$ cat config.mk
export PLATFORM = sky130hd
export DESIGN_NAME = redmule_x_buffer_sched
export DESIGN_NICKNAME = d
export VERILOG_FILES = /design/src/rtl/redmule_x_buffer_sched.sv
export SDC_FILE = /design/constraint.sdc
export NUM_CORES = 1
export LEC_CHECK = 0
export ABC_AREA = 1
export BUFFER_PORTS_ARGS = -buffer_cell sky130_fd_sc_hd__buf_2
export CORE_UTILIZATION = 55
export DETAILED_ROUTE_END_ITERATION = 7
export PLACE_DENSITY = 0.78
export SYNTH_ARGS = -nofsm -noshare
export SYNTH_HDL_FRONTEND = slang
export SYNTH_SLANG_ARGS = --single-unit
$ cat constraint.sdc
create_clock -name clk_i -period 3.6 [get_ports clk_i]
set_input_delay 1.08 -clock clk_i [delete_from_list [all_inputs] [get_ports clk_i]]
set_output_delay 1.08 -clock clk_i [all_outputs]
set_load 0.02 [all_outputs]
$ cat src/rtl/redmule_x_buffer_sched.sv
// X operand buffer sequencer: accepts streamer beats, drives load/shift strobes and
// leftover fields, and paces cfg_n_tiles tiles per job through the PE array.
module redmule_x_buffer_sched #(
  parameter int unsigned ARRAY_HEIGHT = 4,
  parameter int unsigned ARRAY_WIDTH  = 12,
  parameter int unsigned PIPE_REGS    = 3,
  parameter int unsigned CntW         = 16
) (
  input  logic                                             clk_i,
  input  logic                                             rst_i,
  input  logic                                             clear_i,
  input  logic                                             start_i,
  input  logic [CntW-1:0]                                  cfg_n_tiles_i,
  input  logic [$clog2(ARRAY_WIDTH):0]                     cfg_rows_lftovr_i,
  input  logic [$clog2(ARRAY_HEIGHT*(PIPE_REGS+1)):0]      cfg_cols_lftovr_i,
  input  logic [$clog2(PIPE_REGS+1):0]                     cfg_slots_i,
  input  logic                                             x_valid_i,
  output logic                                             x_ready_o,
  input  logic                                             buf_full_i,
  input  logic                                             buf_empty_i,
  input  logic                                             advance_i,
  output logic                                             load_o,
  output logic                                             blck_shift_o,
  output logic                                             d_shift_o,
  output logic                                             h_shift_o,
  output logic [$clog2(ARRAY_WIDTH):0]                     rows_lftovr_o,
  output logic [$clog2(ARRAY_HEIGHT*(PIPE_REGS+1)):0]      cols_lftovr_o,
  output logic [$clog2(PIPE_REGS+1):0]                     slots_o,
  output logic                                             clear_o,
  output logic                                             busy_o,
  output logic                                             done_o
);

  localparam int unsigned HW = (ARRAY_HEIGHT > 1) ? $clog2(ARRAY_HEIGHT) : 1;
  localparam logic [HW-1:0] H_LAST = HW'(ARRAY_HEIGHT - 1);

  typedef enum logic [2:0] {
    IDLE, LOAD, PRIME, COMPUTE, TILE_END, DONE
  } state_t;

  state_t          state;
  logic [CntW-1:0] tile_cnt;
  logic [CntW-1:0] tile_last;
  logic [HW-1:0]   h_cnt;

  // Strobes are Mealy; reset and clear suppress every strobe in their cycle.
  always_comb begin
    x_ready_o    = 1'b0;
    load_o       = 1'b0;
    blck_shift_o = 1'b0;
    d_shift_o    = 1'b0;
    h_shift_o    = 1'b0;
    clear_o      = 1'b0;
    if (!rst_i) begin
      if (clear_i) begin
        clear_o = 1'b1;
      end else begin
        case (state)
          IDLE:    clear_o = start_i;
          LOAD: begin
            x_ready_o = ~buf_full_i;
            load_o    = x_valid_i & ~buf_full_i;
          end
          PRIME:   blck_shift_o = 1'b1;
          COMPUTE: begin
            if (advance_i) begin
              if (h_cnt != H_LAST) h_shift_o = 1'b1;
              else if (!buf_empty_i) d_shift_o = 1'b1;
            end
          end
          default: ;
        endcase
      end
    end
  end

  assign busy_o = (state != IDLE);
  assign done_o = (state == DONE) & ~clear_i & ~rst_i;

  always_ff @(posedge clk_i) begin
    if (rst_i) begin
      state         <= IDLE;
      tile_cnt      <= '0;
      tile_last     <= '0;
      h_cnt         <= '0;
      rows_lftovr_o <= '0;
      cols_lftovr_o <= '0;
      slots_o       <= '0;
    end else if (clear_i) begin
      state    <= IDLE;
      tile_cnt <= '0;
      h_cnt    <= '0;
    end else begin
      case (state)
        IDLE: begin
          if (start_i) begin
            rows_lftovr_o <= cfg_rows_lftovr_i;
            cols_lftovr_o <= cfg_cols_lftovr_i;
            slots_o       <= cfg_slots_i;
            // A zero tile count is run as a single tile.
            tile_last     <= (cfg_n_tiles_i == '0) ? '0 : cfg_n_tiles_i - CntW'(1);
            tile_cnt      <= '0;
            h_cnt         <= '0;
            state         <= LOAD;
          end
        end
        LOAD: begin
          if (buf_full_i) state <= PRIME;
        end
        PRIME: begin
          h_cnt <= '0;
          state <= COMPUTE;
        end
        COMPUTE: begin
          if (advance_i) begin
            if (h_cnt != H_LAST) begin
              h_cnt <= h_cnt + HW'(1);
            end else begin
              h_cnt <= '0;
              if (buf_empty_i) state <= TILE_END;
            end
          end
        end
        TILE_END: begin
          if (tile_cnt == tile_last) begin
            tile_cnt <= '0;
            state    <= DONE;
          end else begin
            tile_cnt <= tile_cnt + CntW'(1);
            state    <= LOAD;
          end
        end
        DONE:    state <= IDLE;
        default: state <= IDLE;
      endcase
    end
  end

endmodule

## Word-level counts from Yosys, hierarchy flattened

Index checks and enable logic that the tools add are counted.

- Reductions and logical operators: 10
- Eq/ne operators: 12
- Mux-type cells: 38
- Bitwise operators: 6
- Add/sub/neg operators: 3

Operators by type and width:

| operator | number |
|---|---|
| $mux W16 | 3 |
| $pmux W16 S2 | 1 |
| $mux W1 | 23 |
| $mux W3 | 6 |
| $add A16 B1 Y16 const B | 1 |
| $eq A16 B16 Y1 | 1 |
| $logic_not A16 Y1 | 1 |
| $sub A16 B1 Y16 const B | 1 |
| $pmux W3 S5 | 1 |
| $ne A2 B2 Y1 const B | 6 |
| $eq A3 B2 Y1 const B | 2 |
| $eq A3 B3 Y1 const B | 2 |
| $mux W2 | 3 |
| $pmux W2 S3 | 1 |
| $reduce_and A3 Y1 | 2 |
| $reduce_bool A3 Y1 | 2 |
| $reduce_and A5 Y1 | 1 |
| $and A1 B1 Y1 | 3 |
| $eq A3 B1 Y1 const B | 1 |
| $logic_not A3 Y1 | 1 |
| $not A1 Y1 | 3 |
| $add A2 B1 Y2 const B | 1 |
| $reduce_and A2 Y1 | 1 |
| $reduce_bool A2 Y1 | 1 |
| $reduce_or A2 Y1 | 1 |

- Register bits: 50
- Word-level logic and storage cells: 76
- Input bits: 37

## Depth between registers and ports, before layout

- Word-level depth: 6
- Mapped depth: 11
- Depth with buffers taken out: 10

## Worst setup path after synthesis

OpenSTA, ideal clock, no wires.

- Kind: input-to-output
- Start: input port clear_i
- End: output port d_shift_o
- Path slack: 0.353 ns
- Required time: 2.520 ns
- Data arrival time: 2.167 ns
- Stages: 3
- Buffers on the path: 0
- Path through: nor2_2 inv_1 nor4_1

- Cells in the longest elaborated chain, start to end: 2

RTL lines:

| item | RTL line | RTL |
|---|---|---|
| from (decl) | 11 | `input logic clear_i,` |
| $mux W1 | 55 | `if (clear_i) begin` |
| $mux W1 | 54 | `if (!rst_i) begin` |
| to (decl) | 24 | `output logic d_shift_o,` |

No other way between the ends.

## Worst setup path after layout

Same ends and word-level chain as after synthesis.

==> metrics.md <==
| Metric | Value |
|---|---|
| Final core occ | 66.3% |
| # port buffers | 57 |
| Iter 0 DRT Violations | 130 |
| Logic gate share of total power | approximately 16% |
| Post-synth top area share | around 33% |
| Mapped Area | roughly 3000 sq um |
| Max_cap viols | 0 |
| CTS tree | yes |
| Clk Latency, worst-skew pair | around 310 ps |
| Die width | 76.4 microns |
| Core area | approximately 5200 sq um |
| I/O pin cnt | between 50 and 60 |
| Gr usage total | about a quarter |
| Post-CTS sizing | 0 |
| Register area share after synthesis | about a third |
| Initial antenna violation count | 0 |
| Gate Count Post-Synth | slightly below 500 |
| Cts hold-fix bufs | 0 |
| # H-tree levels | 2 |
| Average size of a mapped cell | ~6.2 sq um |
| Final nets | a little under 600 |
| Antenna-violating nets left | 0 |
| Final worst setup slack | roughly 470 ps |
| Total global routing overflow | 0 |
| Layout area overhead | 13.3% |
| Layout cells sized above 1 | between 10% and 20% |
| Cell Area, Placed | around 3400 sq um |
| Clock Power Share | between 30% and 40% |
| Setup Crit Path Kind | input pin to primary output |
| Fin crit share | between 80% and 90% |
| Vias | slightly above 3k |
| GP Congestion | 0.944 |
| Die height | roughly 76 microns |
| Clock sinks | 50 |
| Critical path fanouts, max | 16 |
| Number of global-route vias before repair | 2,713 |
| Internal | 0.000778 W |
| Seq pwr share | between 50% and 60% |
| Pwr/cell area | approximately 320 nW/um^2 |
| Worst EP required | approximately 2500 ps |
| Setup TNS | 0 ps |
| Clock Tree Root | clkbuf_8 |
| Filler instances | 489 |
| Max clock buf depth | 2 |
| Net Sw Frac | 29.8% |
| Slew Limit Fails | 0 |
| Setup WS pre-CTS | between 400 and 500 ps |
| Finished Cell Area | around 3500 sq um |
| Final setup vio count | 0 |
| Non-Filler Instances | roughly 620 |
| Psw | 0.000331 W |
| CTS Buf Count | 5 |
| Die ar. | ~5800 sq um |
| # rows | 26 |
| CP startpoint kind | input pin |
| DRC Markers | 0 |
| First-pass GRT wire length | roughly 12 mm |
| Crit path arrival time | 2050 ps |
| Vias per cell | 5.00 |
| Unrepaired setup endpoints after global routing | false |
| Clock Skew | approximately 10 ps |
| Initial Util | between 50% and 60% |
| Critical Path End Type | primary output |
| Min Tclk post-route | around 3100 ps |
| Synth Warn # | 0 |
| Rel. slew slack | between 60% and 70% |
| Status | finished, final reports clean |
| DP Wirelength | 5.05 mm |
| Synth top area cells | dfxtp_1, nand2_1, inv_1 |
| Drt total wl | 6.70 mm |
| P_leak | 1.50 nW |
| Yosys reg bits | 50 |
| DP Cell Count | 608 |
| Diode count | 0 |
| First-pass detailed-route iteration total | 4 |
| Synth cell types | 32 |
| Area leader, netlist | dfxtp_1 |
| HP Class | flop to flop |
| WL/cell | 10.9 microns |
| Worst Tran Pin Value | 513 ps |
| Final hold violation count | 0 |
| Worst IR Drop VDD | roughly 0.19 mV |
| Post-Syn Nets | roughly 530 |
| Fmax | approximately 0.32 GHz |
| Setup bufs post-CTS | 0 |
| Clock-pin transition on the worst setup and hold timing paths | ~100 ps |
| Largest net degree at the start of global routing | 31 |
-- power groups by stage --
stage	sequential [W]	clock [W]	combinational [W]
global placement	0.000595	0	0.000174
detailed placement	0.000596	0	0.000178
floorplan	0.000602	0	0.000118
finish	0.000583	0.000348	0.000178
global route	0.000586	0.000379	0.000201
CTS	0.000584	0.000357	0.000179
-- final timing paths --
check                                 startpoint               end  slack, ps  depth (start not counted)
worst max-delay path                     clear_i         d_shift_o        470                          5
worst min-delay path            rows_lftovr_o[0]  rows_lftovr_o[0]        460                          2
worst max register to register          state[2]      tile_last[6]       1830                          9
worst min register to register  rows_lftovr_o[0]  rows_lftovr_o[0]        460                          2
-- Yosys cell counts --
cell	instances
nor4_1	1
buf_2	5
nand2_1	162
o21ai_2	1
nor3_1	3
o21a_1	1
buf_8	1
a21oi_2	3
nand3_2	1
nand3b_1	3
nor3_4	1
or2_2	1
a21oi_1	44
clkbuf_1	4
o21ai_0	10
buf_6	3
buf_4	2
nor2_2	2
nor2_4	2
dfxtp_1	50
xor2_1	12
nor3b_1	1
inv_2	4
nand4_1	12
nand2_4	2
nor2_1	51
inv_1	64
and3_1	1
xnor2_1	1
nand3_1	39
ha_1	3
o21ai_1	1
-- metrics by stage --
| step | power (W) | hold WS (ps) |
|---|---|---|
| detailed placement | 0.000774 | 450 |
| global placement | 0.000770 | 446 |
| CTS | 0.00112 | 467 |
| global route | 0.00117 | 489 |
| finish | 0.00111 | 463 |
| floorplan | 0.000721 | 453 |
-- final cells by class --
class | instances | area, sq um | area share, %
clock buffer | 5 | 68.8 | 1.99
clock inverter | 3 | 28.8 | 0.834
inverter | 68 | 255 | 7.40
multi-input combinational | 358 | 1690 | 48.9
sequential | 50 | 1000 | 29.0
tap | 70 | 87.6 | 2.54
timing repair buffer | 62 | 323 | 9.35
-- placed cells by master (no fill, tap or decap), types with 4 or more instances in the layout --
master    instances
xor2_1           12
clkbuf_8          5
a21oi_1          44
nand4_1          12
inv_2             4
dfxtp_1          50
o21ai_0          10
nor2_1           51
nand2_1         162
buf_4             5
nand3_1          39
inv_1            64
buf_2            57
-- per-layer routing --
layer	global-route usage, %	wire length (microns)	vias to the layer above
met5	0	0	-
met4	7.12	91	0
met3	4.07	320	10
met2	42.3	3090	83
met1	29.9	3190	1340
li1	-	-	1645
-- logic make-up after synthesis --
kind of cell | Yosys count | share of synthesized area (%)
simple gates | 282 | 40.0
buf+inv | 83 | 11.8
compound gates | 60 | 10.4
flops | 50 | 32.9
xor+xnor | 13 | 3.74
fa+ha+maj | 3 | 1.23
-- registers in the layout, indices dropped and copies added, names as in the netlist --
name and count:
tile_cnt 16, cols_lftovr_o 5, state 3, slots_o 3, rows_lftovr_o 5, tile_last 16
h_cnt 2
-- worst max-delay path, stage by stage --
cell	delay, ps
buf_2	130
nor2_2	110
inv_1	230
nor4_1	280
buf_2	210
No activity file was read; power rests on OpenSTA's default activity.
